## src/rtl/dvi_tmds_encoder_if.sv

```systemverilog
// Pixel-side bundle between the video controller and the TMDS encoder, plus the three
// encoded channel symbols handed on to the serialiser.
interface dvi_tmds_encoder_if;
  logic        hsync;
  logic        vsync;
  logic        blank;
  logic [23:0] rgb;
  logic [9:0]  tmds_r;
  logic [9:0]  tmds_g;
  logic [9:0]  tmds_b;

  modport master (
    output hsync, vsync, blank, rgb,
    input  tmds_r, tmds_g, tmds_b
  );

  modport slave (
    input  hsync, vsync, blank, rgb,
    output tmds_r, tmds_g, tmds_b
  );
endinterface

```

## src/rtl/dvi_tmds_encoder.sv

```systemverilog
// DVI 1.0 TMDS 8b/10b encoder for R, G and B. Stage 1 builds the transition-minimised
// word q_m, stage 2 applies DC balancing or control codes; two-register pipeline.
module dvi_tmds_encoder #(
  parameter bit INVERT_SYNC = 1'b0
) (
  input logic              clk_pixel,
  input logic              reset,
  dvi_tmds_encoder_if.slave vid
);

  localparam logic [9:0] CTRL_00 = 10'b1101010100;
  localparam logic [9:0] CTRL_01 = 10'b0010101011;
  localparam logic [9:0] CTRL_10 = 10'b0101010100;
  localparam logic [9:0] CTRL_11 = 10'b1010101011;

  function automatic logic [3:0] popcount8(input logic [7:0] d);
    logic [3:0] n;
    n = 4'd0;
    for (int i = 0; i < 8; i++) begin
      n = n + {3'd0, d[i]};
    end
    return n;
  endfunction

  function automatic logic [8:0] tmds_qm(input logic [7:0] d);
    logic [3:0] n1d;
    logic       use_xnor;
    logic [8:0] qm;
    n1d      = popcount8(d);
    use_xnor = (n1d > 4'd4) || ((n1d == 4'd4) && (d[0] == 1'b0));
    qm       = 9'd0;
    qm[0]    = d[0];
    for (int i = 1; i < 8; i++) begin
      qm[i] = use_xnor ? ~(qm[i-1] ^ d[i]) : (qm[i-1] ^ d[i]);
    end
    qm[8] = ~use_xnor;
    return qm;
  endfunction

  function automatic logic [9:0] tmds_ctrl(input logic [1:0] c);
    logic [9:0] sym;
    case (c)
      2'b00:   sym = CTRL_00;
      2'b01:   sym = CTRL_01;
      2'b10:   sym = CTRL_10;
      2'b11:   sym = CTRL_11;
      default: sym = CTRL_00;
    endcase
    return sym;
  endfunction

  // cnt is the running (ones - zeros) of the emitted symbols; result is {symbol, next cnt}
  function automatic logic [14:0] tmds_data(input logic [8:0] qm, input logic signed [4:0] cnt);
    logic signed [4:0] n1;
    logic signed [4:0] n0;
    logic signed [4:0] cnt_n;
    logic [9:0]        sym;
    n1 = $signed({1'b0, popcount8(qm[7:0])});
    n0 = 5'sd8 - n1;
    if ((cnt == 5'sd0) || (n1 == n0)) begin
      sym   = {~qm[8], qm[8], qm[8] ? qm[7:0] : ~qm[7:0]};
      cnt_n = qm[8] ? (cnt + n1 - n0) : (cnt + n0 - n1);
    end else if (((cnt > 5'sd0) && (n1 > n0)) || ((cnt < 5'sd0) && (n0 > n1))) begin
      sym   = {1'b1, qm[8], ~qm[7:0]};
      cnt_n = cnt + (qm[8] ? 5'sd2 : 5'sd0) + n0 - n1;
    end else begin
      sym   = {1'b0, qm[8], qm[7:0]};
      cnt_n = cnt + n1 - n0 - (qm[8] ? 5'sd0 : 5'sd2);
    end
    return {sym, cnt_n};
  endfunction

  logic [8:0]        qm_red_q, qm_grn_q, qm_blu_q;
  logic [8:0]        qm_red_d, qm_grn_d, qm_blu_d;
  logic              blank_q, c0_q, c1_q;
  logic              blank_d, c0_d, c1_d;
  logic [9:0]        tmds_red_q, tmds_grn_q, tmds_blu_q;
  logic [9:0]        tmds_red_d, tmds_grn_d, tmds_blu_d;
  logic signed [4:0] cnt_red_q, cnt_grn_q, cnt_blu_q;
  logic signed [4:0] cnt_red_d, cnt_grn_d, cnt_blu_d;

  // Stage 1 next state; pixel data is forced to zero while blanked so X never enters q_m
  always_comb begin
    qm_red_d = tmds_qm(vid.blank ? 8'd0 : vid.rgb[23:16]);
    qm_grn_d = tmds_qm(vid.blank ? 8'd0 : vid.rgb[15:8]);
    qm_blu_d = tmds_qm(vid.blank ? 8'd0 : vid.rgb[7:0]);
    blank_d  = vid.blank;
    c0_d     = vid.hsync ^ INVERT_SYNC;
    c1_d     = vid.vsync ^ INVERT_SYNC;
  end

  // Stage 1 registers
  always_ff @(posedge clk_pixel) begin
    if (reset) begin
      qm_red_q <= 9'd0;
      qm_grn_q <= 9'd0;
      qm_blu_q <= 9'd0;
      blank_q  <= 1'b1;
      c0_q     <= 1'b0;
      c1_q     <= 1'b0;
    end else begin
      qm_red_q <= qm_red_d;
      qm_grn_q <= qm_grn_d;
      qm_blu_q <= qm_blu_d;
      blank_q  <= blank_d;
      c0_q     <= c0_d;
      c1_q     <= c1_d;
    end
  end

  // Stage 2 next state: control codes clear disparity, data symbols carry it forward
  always_comb begin
    if (blank_q) begin
      tmds_red_d = CTRL_00;
      tmds_grn_d = CTRL_00;
      tmds_blu_d = tmds_ctrl({c1_q, c0_q});
      cnt_red_d  = 5'sd0;
      cnt_grn_d  = 5'sd0;
      cnt_blu_d  = 5'sd0;
    end else begin
      {tmds_red_d, cnt_red_d} = tmds_data(qm_red_q, cnt_red_q);
      {tmds_grn_d, cnt_grn_d} = tmds_data(qm_grn_q, cnt_grn_q);
      {tmds_blu_d, cnt_blu_d} = tmds_data(qm_blu_q, cnt_blu_q);
    end
  end

  // Stage 2 registers drive the symbol outputs directly
  always_ff @(posedge clk_pixel) begin
    if (reset) begin
      tmds_red_q <= CTRL_00;
      tmds_grn_q <= CTRL_00;
      tmds_blu_q <= CTRL_00;
      cnt_red_q  <= 5'sd0;
      cnt_grn_q  <= 5'sd0;
      cnt_blu_q  <= 5'sd0;
    end else begin
      tmds_red_q <= tmds_red_d;
      tmds_grn_q <= tmds_grn_d;
      tmds_blu_q <= tmds_blu_d;
      cnt_red_q  <= cnt_red_d;
      cnt_grn_q  <= cnt_grn_d;
      cnt_blu_q  <= cnt_blu_d;
    end
  end

  assign vid.tmds_r = tmds_red_q;
  assign vid.tmds_g = tmds_grn_q;
  assign vid.tmds_b = tmds_blu_q;

endmodule

```

## src/flat_wrapper.sv

```systemverilog
// flat-port wrapper written by rule: the top's interface ports become plain ports
module dvi_tmds_encoder_flat 
#(
  parameter bit INVERT_SYNC = 1'b0
)
  (clk_pixel, reset, vid_hsync, vid_vsync, vid_blank, vid_rgb, vid_tmds_r, vid_tmds_g, vid_tmds_b);
  dvi_tmds_encoder_if vid_i ();
  input logic clk_pixel;
  input logic reset;
  input wire logic [$bits(vid_i.hsync)-1:0] vid_hsync;
  input wire logic [$bits(vid_i.vsync)-1:0] vid_vsync;
  input wire logic [$bits(vid_i.blank)-1:0] vid_blank;
  input wire logic [$bits(vid_i.rgb)-1:0] vid_rgb;
  output wire logic [$bits(vid_i.tmds_r)-1:0] vid_tmds_r;
  output wire logic [$bits(vid_i.tmds_g)-1:0] vid_tmds_g;
  output wire logic [$bits(vid_i.tmds_b)-1:0] vid_tmds_b;
  assign vid_i.hsync = vid_hsync;
  assign vid_i.vsync = vid_vsync;
  assign vid_i.blank = vid_blank;
  assign vid_i.rgb = vid_rgb;
  assign vid_tmds_r = vid_i.tmds_r;
  assign vid_tmds_g = vid_i.tmds_g;
  assign vid_tmds_b = vid_i.tmds_b;
  dvi_tmds_encoder #(.INVERT_SYNC(INVERT_SYNC)) u_core (.clk_pixel(clk_pixel), .reset(reset), .vid(vid_i));
endmodule
```

## config.mk

```make
export PLATFORM = sky130hd
export DESIGN_NAME = dvi_tmds_encoder_flat
export DESIGN_NICKNAME = d
export VERILOG_FILES = /design/src/rtl/dvi_tmds_encoder_if.sv /design/src/rtl/dvi_tmds_encoder.sv /design/src/flat_wrapper.sv
export SDC_FILE = /design/constraint.sdc
export NUM_CORES = 1
export LEC_CHECK = 0
export BUFFER_PORTS_ARGS = -buffer_cell sky130_fd_sc_hd__buf_4
export CORE_ASPECT_RATIO = 1.4
export CORE_MARGIN = 2
export CORE_UTILIZATION = 50
export CTS_BUF_LIST = sky130_fd_sc_hd__clkbuf_2
export CTS_CLUSTER_SIZE = 30
export DETAILED_ROUTE_END_ITERATION = 10
export GPL_TIMING_DRIVEN = 0
export PLACE_DENSITY = 0.74
export REMOVE_ABC_BUFFERS = 1
export SETUP_SLACK_MARGIN = 0.2
export SLEW_MARGIN = 20
export SYNTH_ARGS = -nofsm -noshare
export SYNTH_HDL_FRONTEND = slang
export SYNTH_SLANG_ARGS = --single-unit
```

## constraint.sdc

```tcl
create_clock -name clk_pixel -period 10.8 [get_ports clk_pixel]
set_input_delay 0.54 -clock clk_pixel [delete_from_list [all_inputs] [get_ports clk_pixel]]
set_output_delay 0.54 -clock clk_pixel [all_outputs]
set_load 0.02 [all_outputs]
```

* Word-level counts from Yosys, hierarchy flattened *
Index checks and enable logic that the tools add are counted.

storage, ports and cells
  bits in registers = 75
  input port bits = 29
  output and inout port bits = 30

operators by class
  add/subtract/negate cells = 69
  order comparisons = 15
  eq/ne operators = 9
  muxes and demuxes = 50
  bitwise operators = 54
  reduce and logical (&&, ||, !) cells = 23

operators with widths
  cell                 count
  $add 4x1->4          36
  $mux 10              7
  $add 5x5->5          12
  $sub 5x5->5          12
  $mux 8               6
  $mux 5               9
  $pmux 10 s4          1
  $gt 5x5->1           6
  $not 1->1            30
  $not 8->8            3
  $mux 1               21
  $xor 1x1->1          21
  $eq 5x5->1           3
  $gt 5x1->1 const B   3
  $logic_not 5->1      3
  $lt 5x1->1 const B   3
  $sub 4x4->5 const A  3
  $add 1x1->2          6
  $eq 4x3->1 const B   3
  $gt 4x3->1 const B   3
  $mux 2               6
  $logic_and 1x1->1    9
  $logic_or 1x1->1     9
  $eq 2x2->1 const B   2
  other kinds (3)      3

* Logic depth before layout (Yosys ltp) *
Gate-level depths: netlist (run 1).

  depth after elaboration = 30
  gate-level depth with buffers = 21
  gate-level depth less buffers = 20

* Worst setup path after synthesis (run 1) *
No wires, ideal clock.

  path kind = register to register
  start point = reg u_core.qm_blu_q[0]
  end point = reg u_core.cnt_blu_q[4]
  setup time = 70 ps
  data arrival time = 5190 ps
  required time = 10730 ps
  slack = 5540 ps
  stages on the path, launching flop included = 22
  path buffers = 1
  clock period less this slack = 5260 ps
  cell sequence = dfxtp_1 ha_1 inv_1 fa_1 fa_1 inv_1 fa_1 inv_1 fa_1 nor2b_1 clkbuf_1 nand2_1 and2_1 nor2_1 ha_1 fa_1 xor2_1 nand2b_1 a21oi_1 nor4_1 or4_1 a21oi_1

between the ends
  longest elaborated chain between the ends = 13
  elaborated cells between the ends (all ways) = 25
  those cells by class = add/sub (15); order compare (2); eq/ne (1); mux (3); reduce/logical (4)

RTL lines
  what                                                                 RTL line                 text
  from (decl)                                                          dvi_tmds_encoder.sv:73   logic [8:0] qm_red_q, qm_grn_q, qm_blu_q;
  from (signal assigned)                                               dvi_tmds_encoder.sv:104  qm_blu_q <= qm_blu_d;
  $add 1x1->2 *                                                        dvi_tmds_encoder.sv:20   n = n + {3'd0, d[i]};
  $add 4x1->4 * (6 in a row)                                           dvi_tmds_encoder.sv:20
  parallel branches: the longest is 5 deep, another holds $add 5x5->5  n/a
  $mux 5 *                                                             dvi_tmds_encoder.sv:60   if ((cnt == 5'sd0) || (n1 == n0)) begin
  to (signal assigned)                                                 dvi_tmds_encoder.sv:142  cnt_blu_q <= cnt_blu_d;
  to (decl)                                                            dvi_tmds_encoder.sv:79   logic signed [4:0] cnt_red_q, cnt_grn_q, cnt_blu_q;

Every way passes the cells marked *.
A chain may end at the register's enable or synchronous reset.

* Worst setup path in the final report (run 1) *
  start point = reg u_core.qm_blu_q[1]
  end point = reg u_core.cnt_blu_q[4]

Same word-level chain as after synthesis.

==> results of run 1 <==
## synthesized netlist by cell type, drive strengths merged (5+ instances only)
library cell / n
a211oi: 5
a21o: 12
a21oi: 40
and2: 11
buf: 5
clkbuf: 17
dfxtp: 75
fa: 30
ha: 67
inv: 80
mux2i: 6
nand2: 36
nand2b: 23
nand3: 8
nor2: 71
nor2b: 22
nor3: 7
o211ai: 6
o21ai: 29
o22ai: 5
or2: 6
xnor2: 69
xor2: 18
## stage by stage
step / area [sq um] / hold slack, ps
final: 6810 / 119
after global routing: 6810 / 100
after CTS: 6810 / 122
after detailed placement: 6710 / 479
after global placement: 6690 / 475
after floorplan: 6070 / 453
## logic make-up (layout without fill, tap and decap cells)
family                   Yosys count  after routing
AO/OA/AOI/OAI                    145            145
XOR/XNOR                          87             87
adder cells (fa/ha/maj)           97             97
buffers and inverters            102            155
flip-flops                        75             75
multiplexers                       8              8
other                              0              1
AND/OR/NAND/NOR                  204            204
## critical path, delay by kind of cell, from the launching register on
kind / cells / cell delay (ps)
xor gates and xnor gates: 1 / 260
adders and majority gates: 7 / 2770
buffers and inverters: 3 / 190
AOI/OAI and AO/OA: 2 / 290
and+or+nand+nor: 7 / 1850
DFF: 1 / 380
## state kept, by name, summed over array words and instances, names as in the netlist, 5 cells and up
signal and cells:
u_core.vid.tmds_g 10, u_core.cnt_grn_q 5, u_core.qm_blu_q 9, u_core.cnt_red_q 5
u_core.vid.tmds_r 10, u_core.qm_red_q 9, u_core.cnt_blu_q 5, u_core.qm_grn_q 9
u_core.vid.tmds_b 10
## layer usage
layer,part of all wire [%],up-vias
met5,0,-
met3,3.8,40
met2,54,144
met1,39,2404
li1,-,2492
met4,4.1,0
## worst min path at each step
stage | from | endpoint | slack [ps] | cells after the start
5_1_grt | vid_vsync | u_core.c1_q | 100 | 2
4_1_cts | vid_hsync | u_core.c0_q | 120 | 2
6_report | vid_hsync | u_core.c0_q | 120 | 2
3_3_place_gp | u_core.cnt_grn_q[0] | u_core.cnt_grn_q[0] | 470 | 2
2_1_floorplan | u_core.cnt_grn_q[0] | u_core.cnt_grn_q[0] | 450 | 2
3_5_place_dp | u_core.qm_red_q[4] | u_core.vid.tmds_r[4] | 480 | 2
## layout make-up
| type | instances | area share (%) |
|---|---|---|
| multi-input combinational | 541 | 62.8 |
| clock inverter | 7 | 0.735 |
| timing repair buffer | 59 | 6.56 |
| antenna | 1 | 0.0368 |
| tap | 150 | 2.76 |
| clock buffer | 9 | 0.662 |
| sequential | 75 | 22.1 |
| inverter | 80 | 4.41 |
==> metrics.txt, run 1 <==
Synth Flop Type dfxtp_1; Post-CTS Setup Inserts 0; antenna violations before repair 1; syn avg cell area 8.58 sq um; synth unique cells 60; most common cell after layout, fill and taps aside inv_1; Post-Synth Adder-Cell Area between 20% and 30%; async set-reset flop share out of synthesis 0%; worst-skew pair later-pin latency roughly 600 ps; CP Data Required Time 11360 ps; Rows between 40 and 50; sequential share of the synthesized area 24.4%; Final Util 55.8%; largest net degree at the start of global routing 34; Setup crit end u_core.cnt_blu_q[4]; reg2reg path depth 20; post-synthesis compound-gate area fraction 15.8%; Ports 59; Synth area leaders dfxtp_1 (24%), ha_1 (14%), xnor2_1 (9.8%); CP max FO 7; grt ovf 0; total of warnings raised by yosys 0; Detail Route Antenna Nets 0; Post-synth EDFFs 0; Post-Synth XOR/XNOR Area 12.4%; max frequency 173 MHz; simple-gate area share of the yosys netlist 16.4%; Crit path largest cell delay about 530 ps; Die Ht 135 um; area leader, netlist dfxtp_1; met2 GRT Util roughly 40%; number of CTS-inserted buffers 9; synthesized area 0.00616 sq mm; Placed Cells incl. Taps 905; Yosys top cell area share 24.4%; worst reg2reg endpoint u_core.cnt_blu_q[4]; CP max stage cell fa_1; initial core utilization 50.5%; die span in x 97.8 um; cts hold-fix bufs 0; routed vias about 5000; Worst-path clk slew 240 ps; vias in the first global route between 5000 and 6000; slew at the pin closest to its max-slew limit 920 ps; drt wl/cell about 15 um; DP Worst Slack 5060 ps; flop-to-flop setup slack 5010 ps; CTS root buf clkbuf_2; slew margin rel. about 38%; layout cells sized above 1 11.9%; commonest non-fill, non-tap cells in the layout inv_1 (80), dfxtp_1 (75), nor2_1 (70); CTS Buffer Depth 2; status finished clean; grt met3 use 3.10%; first-pass iteration count of the detailed router 4; most frequent CP cell fa_1; final setup fails 0; r2r startpoint u_core.qm_blu_q[1]; final setup skew roughly 21 ps; DR iter-0 viols 190; RSZ-0062 raised after global routing false; CTS tree yes; H-tree depth 3; most used routing layer met2; HPWL Detailed between 10000 and 15000 um; fill count 1126; Tmin final 5790 ps; period utilisation layout a little over half; Multi-input gate area around 0.0043 sq mm; clock sink total 75; crit path cell chain ha_1, inv_1, fa_1, fa_1, inv_1, fa_1, inv_1, fa_1, nor2b_1, nand2_1, and2_1, nor2_1, ha_1, fa_1, xor2_1, nand3_1, a21oi_1, nor4_1, or4_1, a21oi_1; Critical Path End Type flip-flop; fin cells 922; CTS resizes 0; Final #Nets 892; final worst slack 5010 ps; maxcap violations 0; storage element area 0.00150 sq mm; setup_tns 0 ps; DR vias/cell 5.51; Residual DRC 0; Slew Limit Fails 0; largest family of logic cells by synthesized area adder cells; area grow syn2layout 10.5%; HP Class input pin to flip-flop; WL final 13600 um; critical path class flip-flop to flip-flop; worst setup path startpoint u_core.qm_blu_q[1]; gpl congestion between 0.9 and 1; Mapped Cells 718; GR Util met1 22.4%; first-pass GRT wire length ~23000 um; critical path launch point type flip-flop; GRT Resource Usage Total 21.2%; Core Area 0.0122 sq mm; #FFs+latches synth 75; Die Footprint about 0.013 sq mm; Critical Path AT 6350 ps; mux contribution to synthesized area between 1 and 1.5%; Hold Fails Final Rpt 0; IO buf count 58
Power of run 1 is not shown: default switching activity piles up to over one toggle a cycle in this logic, so the estimate is an artifact.
==> run 2: changes to the inputs <==
==> constraint.sdc (replaced) <==
create_clock -name clk_pixel -period 5.9 [get_ports clk_pixel]
set_input_delay 0.295 -clock clk_pixel [delete_from_list [all_inputs] [get_ports clk_pixel]]
set_output_delay 0.295 -clock clk_pixel [all_outputs]
set_load 0.02 [all_outputs]
==> run 2 against run 1 <==
Effect of this change:
- worst hold slack got worse by 60 ps
- global-route usage increased by 0.054 points
- clock-buffer cell count unchanged
- utilization increased by 0.76 points
- clock skew increased by 3.3 ps
- register-to-register slack got worse by 4600 ps
- routed wire length increased by 1.4%
- critical path type unchanged
- largest cell class unchanged
==> metrics.txt, run 2 (synthesized netlist as in run 1, its figures left out) <==
period utilisation layout 93.2% (was 53.6%); HPWL Detailed 10700 um (unchanged); IO buf count 58 (unchanged); Die Ht 135 um (unchanged); Rows 48 (unchanged); hold path start reset (was vid_hsync); worst-skew pair later-pin latency 590 ps (was 600 ps); layout cells sized above 1 12.8% (was 11.9%); slew margin rel. 38.9% (was 38.4%); DR vias/cell 5.53 (was 5.51); drt wl/cell 14.9 um (was 14.7 um); WL final 13800 um (was 13600 um); r2r startpoint u_core.qm_blu_q[1] (unchanged); Slew Limit Fails 0 (unchanged); Detail Route Antenna Nets 0 (unchanged); HP Class input pin to flip-flop (unchanged); largest net degree at the start of global routing 34 (unchanged); CTS root buf clkbuf_2 (unchanged); highest metal used met4 (unchanged); grt ovf 0 (unchanged); final setup skew 24.8 ps (was 21.5 ps); clock sink total 75 (unchanged); final setup fails 0 (unchanged); DR iter-0 viols 266 (was 190); RSZ-0062 raised after global routing true (was false); Final #Nets 897 (was 892); critical path launch point type flip-flop (unchanged); maxcap violations 0 (unchanged); GRT Resource Usage Total 21.2% (about the same); die span in x 97.8 um (unchanged); max frequency 182 MHz (was 173 MHz); met1 wire length 5240 um (about the same); number of CTS-inserted buffers 9 (unchanged); area grow syn2layout 12.0% (was 10.5%); setup_tns 0 ps (unchanged); most common cell after layout, fill and taps aside inv_1 (unchanged); CTS tree yes (unchanged); Residual DRC 0 (unchanged); first-pass iteration count of the detailed router 7 (was 4); Core Area 0.0122 sq mm (unchanged); routed vias 5122 (was 5080); commonest non-fill, non-tap cells in the layout inv_1 (80), dfxtp_1 (75), nor2_1 (69) (was inv_1 (80), dfxtp_1 (75), nor2_1 (70)); status finished clean (unchanged); Hold Fails Final Rpt 0 (unchanged); Tmin final 5500 ps (was 5790 ps); CTS Buffer Depth 2 (unchanged); Critical Path AT 6050 ps (was 6350 ps); Worst-path clk slew 240 ps (about the same); Ports 59 (unchanged); CP max FO 7 (unchanged); routed wl met3 551 um (was 510 um); Post-CTS Setup Inserts 0 (unchanged); worst setup path startpoint u_core.qm_blu_q[1] (unchanged); gpl congestion 0.911 (unchanged); Die Footprint 0.0132 sq mm (unchanged); critical path class flip-flop to flip-flop (unchanged); initial core utilization 50.5% (unchanged); slew at the pin closest to its max-slew limit 912 ps (was 920 ps); H-tree depth 3 (unchanged); vias in the first global route 5120 (was 5106); first-pass GRT wire length 22800 um (about the same); Critical Path End Type flip-flop (unchanged); CP Data Required Time 6450 ps (was 11360 ps); WL met2 7470 um (was 7270 um); antenna violations before repair 1 (unchanged)
run 2: per-layer routing:
layer | vias to the layer above | global-route usage, %
met5 | - | 0
met4 | 0 | 11.8
met3 | 40 | 3.10
met2 | 157 | 40.0
met1 | 2424 | 22.4
li1 | 2501 | -
run 2: final timing paths:
path                          to  cells past startpoint  slack [ps]
min reg2reg  u_core.cnt_grn_q[0]                      2         510
min           u_core.qm_blu_q[4]                      2          60
max          u_core.cnt_blu_q[4]                     20         400
max reg2reg  u_core.cnt_blu_q[4]                     20         400
run 2: final cells by class:
class / instances / area [sq um]
Fill cell: 1115 / 5290
Clock buffer: 9 / 45.0
Antenna cell: 1 / 2.50
Tap cell: 150 / 188
Inverter: 80 / 300
Multi-Input combinational cell: 541 / 4320
Sequential cell: 75 / 1500
Clock inverter: 7 / 50.0
Timing Repair Buffer: 64 / 497
run 2: critical path, stage by stage (launching register included):
cell and delay, ps:
dfxtp_1 380, ha_1 270, inv_1 50, fa_1 510, fa_1 540, inv_1 50
fa_1 430, inv_1 80, fa_1 460, nor2b_4 180, nand2_1 160, and2_1 200
nor2_2 80, ha_1 350, fa_1 480, xor2_2 180, nand2b_1 150, a21oi_1 150
nor4_1 80, or4_1 530, a21oi_1 130
run 2: what timing repair did:
item,CTS,global route
hold endpoints to repair,5,0
endpoints found under the setup margin,1,3
hold buffers,5,0
gates resized for setup,1,7
run 2: stage by stage:
step | util, % | instances | area (sq um) | setup WS [ps] | hold slack (ps)
global route | 56.6 | 927 | 6900 | 109 | 43.3
detailed placement | 55.0 | 905 | 6710 | 160 | 479
finish | 56.6 | 927 | 6900 | 399 | 58.8
CTS | 56.3 | 926 | 6860 | 220 | 49.9
floorplan | - | 696 | 6070 | 646 | 367
global placement | 54.9 | 904 | 6690 | 221 | 475
Power of run 2 is left out for the same reason.
